--- src/rtl/rr_bus_arbiter.sv ---
// rr_bus_arbiter: round-robin arbiter that hands one shared bus to a single
// requester at a time. A grant lasts for a multi-cycle transaction. The
// requester data buses are merged by masking each with its grant bit and
// OR-reducing the results. A one-cycle turnaround follows every release, and
// a hold limit stops any single requester from keeping the bus indefinitely.
module rr_bus_arbiter #(
    parameter int BUS_WIDTH = 8,
    parameter int NB_REQ    = 4,
    parameter int MAX_HOLD  = 16
) (
    input  logic                          clk,
    input  logic                          rst_n,
    input  logic [NB_REQ-1:0]             req,
    input  logic [NB_REQ-1:0]             last,
    input  logic [NB_REQ*BUS_WIDTH-1:0]   in_buses,
    output logic [NB_REQ-1:0]             grant,
    output logic                          grant_valid,
    output logic [$clog2(NB_REQ)-1:0]     grant_idx,
    output logic [BUS_WIDTH-1:0]          out_bus,
    output logic                          hold_expired
);

    localparam int IDX_W = $clog2(NB_REQ);
    localparam int CNT_W = $clog2(MAX_HOLD + 1);
    localparam logic [NB_REQ-1:0] GRANT_ONE = {{(NB_REQ-1){1'b0}}, 1'b1};

    typedef enum logic [1:0] {
        ST_IDLE = 2'd0,
        ST_BUSY = 2'd1,
        ST_TURN = 2'd2
    } state_t;

    // Round-robin search: first set request starting at ptr+1, wrapping.
    // Returns {found, index}. The loop walks from the farthest offset down
    // to the nearest, so the nearest candidate is the last one written and
    // therefore the one that wins.
    function automatic logic [IDX_W:0] pick_next(input logic [NB_REQ-1:0] req_v,
                                                 input logic [IDX_W-1:0]  ptr_v);
        logic [IDX_W:0]   res;
        logic [IDX_W-1:0] cidx;
        int               cand;
        res = {(IDX_W+1){1'b0}};
        for (int off = NB_REQ; off >= 1; off--) begin
            cand = (int'(ptr_v) + off) % NB_REQ;
            cidx = IDX_W'(cand);
            if (req_v[cidx]) begin
                res = {1'b1, cidx};
            end else begin
                res = res;
            end
        end
        return res;
    endfunction

    state_t              state_r,  state_nxt_s;
    logic [NB_REQ-1:0]   grant_r,  grant_nxt_s;
    logic [IDX_W-1:0]    idx_r,    idx_nxt_s;
    logic [IDX_W-1:0]    ptr_r,    ptr_nxt_s;
    logic [CNT_W-1:0]    cnt_r,    cnt_nxt_s;
    logic                expired_r, expired_nxt_s;
    logic [IDX_W:0]      pick_s;
    logic                holder_last_s;
    logic                holder_req_s;
    logic                at_limit_s;
    logic [BUS_WIDTH-1:0] out_bus_s;

    // State, grant, pointer and hold counter registers; reset clears the grant asynchronously.
    always_ff @(posedge clk or negedge rst_n) begin
        if (!rst_n) begin
            state_r   <= ST_IDLE;
            grant_r   <= {NB_REQ{1'b0}};
            idx_r     <= {IDX_W{1'b0}};
            ptr_r     <= IDX_W'(NB_REQ - 1);
            cnt_r     <= {CNT_W{1'b0}};
            expired_r <= 1'b0;
        end else begin
            state_r   <= state_nxt_s;
            grant_r   <= grant_nxt_s;
            idx_r     <= idx_nxt_s;
            ptr_r     <= ptr_nxt_s;
            cnt_r     <= cnt_nxt_s;
            expired_r <= expired_nxt_s;
        end
    end

    // Next-state logic: arbitrate in IDLE and at the end of TURN, hold and release in BUSY.
    always_comb begin
        state_nxt_s   = state_r;
        grant_nxt_s   = grant_r;
        idx_nxt_s     = idx_r;
        ptr_nxt_s     = ptr_r;
        cnt_nxt_s     = cnt_r;
        expired_nxt_s = 1'b0;
        pick_s        = pick_next(req, ptr_r);
        holder_last_s = last[idx_r];
        holder_req_s  = req[idx_r];
        at_limit_s    = (cnt_r == CNT_W'(MAX_HOLD));

        case (state_r)
            ST_IDLE, ST_TURN: begin
                // The turnaround cycle ends by arbitrating, so the earliest
                // new grant follows a single idle bus cycle.
                if (pick_s[IDX_W]) begin
                    state_nxt_s = ST_BUSY;
                    grant_nxt_s = GRANT_ONE << pick_s[IDX_W-1:0];
                    idx_nxt_s   = pick_s[IDX_W-1:0];
                    cnt_nxt_s   = CNT_W'(1'b1);
                end else begin
                    state_nxt_s = ST_IDLE;
                    grant_nxt_s = {NB_REQ{1'b0}};
                    idx_nxt_s   = {IDX_W{1'b0}};
                    cnt_nxt_s   = {CNT_W{1'b0}};
                end
            end
            ST_BUSY: begin
                if (holder_last_s || !holder_req_s || at_limit_s) begin
                    state_nxt_s   = ST_TURN;
                    grant_nxt_s   = {NB_REQ{1'b0}};
                    idx_nxt_s     = {IDX_W{1'b0}};
                    ptr_nxt_s     = idx_r;
                    cnt_nxt_s     = {CNT_W{1'b0}};
                    // A last on the limit cycle counts as a normal finish.
                    expired_nxt_s = at_limit_s && !holder_last_s;
                end else begin
                    cnt_nxt_s = cnt_r + CNT_W'(1'b1);
                end
            end
            default: begin
                state_nxt_s = ST_IDLE;
                grant_nxt_s = {NB_REQ{1'b0}};
                idx_nxt_s   = {IDX_W{1'b0}};
                cnt_nxt_s   = {CNT_W{1'b0}};
            end
        endcase
    end

    // Bus merge: mask each requester with its registered grant bit and OR them together.
    always_comb begin
        out_bus_s = {BUS_WIDTH{1'b0}};
        for (int i = 0; i < NB_REQ; i++) begin
            out_bus_s = out_bus_s | (in_buses[i*BUS_WIDTH +: BUS_WIDTH] & {BUS_WIDTH{grant_r[i]}});
        end
    end

    assign grant        = grant_r;
    assign grant_valid  = |grant_r;
    assign grant_idx    = idx_r;
    assign out_bus      = out_bus_s;
    assign hold_expired = expired_r;

endmodule
--- config.mk ---
export PLATFORM = sky130hd
export DESIGN_NAME = rr_bus_arbiter
export DESIGN_NICKNAME = d
export VERILOG_FILES = /design/src/rtl/rr_bus_arbiter.sv
export SDC_FILE = /design/constraint.sdc
export NUM_CORES = 1
export LEC_CHECK = 0
export BUFFER_PORTS_ARGS = -buffer_cell sky130_fd_sc_hd__buf_4
export CAP_MARGIN = 20
export CORE_ASPECT_RATIO = 1.2
export CORE_UTILIZATION = 45
export CTS_BUF_LIST = sky130_fd_sc_hd__clkbuf_4 sky130_fd_sc_hd__clkbuf_8
export DETAILED_ROUTE_END_ITERATION = 10
export HOLD_SLACK_MARGIN = 0.15
export PLACE_DENSITY = 0.82
export REMOVE_ABC_BUFFERS = 1
export SLEW_MARGIN = 40
export SYNTH_ARGS = -nofsm -noshare
export SYNTH_HDL_FRONTEND = slang
export SYNTH_SLANG_ARGS = --single-unit
--- constraint.sdc ---
create_clock -name clk -period 2.01 [get_ports clk]
set_input_delay 0.1005 -clock clk [delete_from_list [all_inputs] [get_ports clk]]
set_output_delay 0.1005 -clock clk [all_outputs]
set_load 0.05 [all_outputs]
==> results.tsv <==
metric	value	unit
ys_ff_latch	16	
fin_tns_setup	0	ns
p_comb_frac	0.651	
final_area	1489	sq um
die_area	2394	sq um
num_rows	18	
die_y	53.41	microns
nNetsFinal	203	
dp_hpwl	2.155	mm
worstSkewPairLatency	0.29	ns
p_leak	0.0007417	uW
fillers	157	
switching_share	0.5268	
synth_edf_count	0	
gp_congestion	0.7943	
wl_per_cell	14.71	microns
coreArea	2072	sq um
area_growth	50.25	%
grtUsageTotal	0.2348	
max-clock-path-buffers	2	
rsz0062_at_grt	false	
rr_startpoint	grant_idx[1]$_DFFE_PN0P_	
reg2reg_setup_slack	0.26	ns
io_pins	58	
tightest_slew	0.5068	ns
mappedNetlistArea	991.0	sq um
ctsHoldBuffers	1	
drc	0	
cts_made_buffers	3	
p_total	2267	uW
grt-ovfl-total	0	
antenna_found_initial	0	
vias	1008	
die_w	44.84	microns
fmax	0.5708	GHz
p_seq_frac	0.266	
start_util	0.4783	
max-cap-violations	0	
htree_levels	1	
drtAntennaViolNets	0	
yosys_warnings	0	
yosysMostFrequentCell	a22oi_1	
netlist_instances	99	
synth_area_leaders	dfrtp_1 35%, a22oi_1 12%, dfstp_2 5.3%	
clockPowerShare	0.083	
placed_area	1449	sq um
drive_gt1_frac	0.4557	
worst_ep_required_time	2.22	ns
end_kind	flip-flop	
synth_flop_cell	dfrtp_1	
port-buffer-count	57	
finalHoldViolCount	0	
postCtsSetupRepairBufs	0	
diodes	0	
reg2reg_depth	4	
yosys.cell_types.count	33	
grt_pass1_wl	4.022	mm
status	finished clean	
wirelength	2.766	mm
slew_headroom	0.6621	
post_cts_resized	0	
critPathKind	reg2reg	
crit_arrival	1.97	ns
vias_per_cell	5.362	
fin_crit	1.752	ns
yosysTopAreaCellShare	0.3535	
period_share	0.8717	
final_util	0.7186	
synth_area_leader_cell	dfrtp_1	
synthArstFlopShare	1.000	
fin_hold_ws	0.2140	ns
grt_pass1_vias	899	
startpoint_type	flip-flop	
seq_area_frac_synth	0.4066	
grt_start_max_net_pins	17	
firstDrtPassIters	4	
worstPathMaxFanout	7	
synth_area_per_cell	10.01	sq um
ys_top_cells_by_count	16 x a22oi_1, 14 x dfrtp_1, 11 x nand2_1, 7 x nor2_1	
hold_class	in2async	
root_buffer	clkbuf_4	
cts_tree	yes	
switchingPower	1194	uW
clock-sinks	16	
p_per_area	1523	nW/um^2
clk_pin_slew	0.09	ns
drtIter0Drc	19	
drv_slew	0	
internal_power	1073	uW
vdd_drop_max	0.0009205	V
setup_viol	0	
skew	0.01056	ns
reg2reg_to	ptr_r[0]$_DFFE_PN1P_	
==> power by group through the flow <==
| stage | combinational (uW) | sequential, uW | clock (uW) |
|---|---|---|---|
| detailed placement | 1470 | 610 | 0 |
| CTS | 1480 | 604 | 193 |
| finish | 1480 | 603 | 188 |
| global route | 1560 | 628 | 202 |
| floorplan | 893 | 720 | 0 |
| global placement | 1450 | 598 | 0 |
==> critical path, stage by stage (launching register included) <==
cell,delay (ns)
dfrtp_1,0.48
mux4_2,0.54
nor2b_4,0.16
a21oi_4,0.19
mux2_4,0.32
==> layer usage <==
layer / vias to the layer above / track usage / routed length, microns
met5: - / 0 / 0
li1: 493 / - / -
met3: 0 / 0.01365 / 119
met2: 36 / 0.4240 / 1531
met4: 0 / 0.07576 / 0
met1: 479 / 0.2934 / 1116
==> logic make-up (layout without fill, tap and decap cells) <==
logic type / after synthesis / count (layout) / share of synthesized area
flip-flops: 16 / 16 / 0.4066
buffers and inverters: 7 / 66 / 0.02651
multiplexers: 5 / 5 / 0.08586
adder cells (fa/ha/maj): 2 / 2 / 0.02525
XOR/XNOR: 3 / 3 / 0.02652
AND/OR/NAND/NOR: 34 / 34 / 0.1806
AO/OA/AOI/OAI: 32 / 32 / 0.2488
==> registers in the layout (all words and copies together) (netlist names) <==
register / count
cnt_r: 5
grant: 4
grant_idx: 2
ptr_r: 2
state_r: 2
hold_expired: 1
==> how the worst max path moves through the flow <==
| stage | cells after the start | startpoint | to | slack, ns |
|---|---|---|---|---|
| after floorplan | 4 | grant_idx[1]$_DFFE_PN0P_ | ptr_r[0]$_DFFE_PN1P_ | 0.04 |
| after global placement | 4 | grant_idx[1]$_DFFE_PN0P_ | ptr_r[1]$_DFFE_PN1P_ | 0.33 |
| after detailed placement | 4 | grant_idx[1]$_DFFE_PN0P_ | ptr_r[0]$_DFFE_PN1P_ | 0.27 |
| after CTS | 4 | grant_idx[1]$_DFFE_PN0P_ | ptr_r[0]$_DFFE_PN1P_ | 0.25 |
| after global routing | 4 | grant_idx[1]$_DFFE_PN0P_ | ptr_r[0]$_DFFE_PN1P_ | 0.21 |
| final | 4 | grant_idx[1]$_DFFE_PN0P_ | ptr_r[0]$_DFFE_PN1P_ | 0.26 |
==> placed cells by master, fill, tap and decap left out, types with 2 or more instances in the layout <==
| master | Yosys | layout |
|---|---|---|
| a32o_1 | 2 | 2 |
| xor2_1 | 2 | 2 |
| inv_1 | 3 | 3 |
| a21oi_1 | 3 | 3 |
| o32ai_1 | 2 | 2 |
| mux4_2 | 2 | 2 |
| nand2_1 | 11 | 11 |
| nand2b_1 | 4 | 4 |
| nand3_1 | 3 | 3 |
| dfstp_2 | 2 | 2 |
| clkbuf_4 | 0 | 4 |
| buf_4 | 0 | 58 |
| o21ai_0 | 2 | 2 |
| dfrtp_1 | 14 | 14 |
| ha_1 | 2 | 2 |
| mux2_4 | 2 | 2 |
| nor2_1 | 7 | 7 |
| nor2b_1 | 2 | 2 |
| a22oi_1 | 16 | 16 |
| a21o_1 | 2 | 2 |
==> cell type report <==
class / count / area (sq um) / share of cell area
multi-input cells: 76 / 561.8 / 0.3773
well taps: 30 / 37.54 / 0.02521
inverters: 3 / 11.26 / 0.007563
repair buffers: 59 / 445.4 / 0.2992
flip-flops and latches: 16 / 402.9 / 0.2706
clock buffers: 4 / 30.03 / 0.02017
==> through the flow <==
stage	instances	setup WS [ns]
2_1_floorplan	95	0.03954
3_3_place_gp	183	0.3286
3_5_place_dp	183	0.2655
4_1_cts	188	0.2514
5_1_grt	188	0.2066
6_report	188	0.2579
Note: power is estimated with default switching activity, not from simulation.
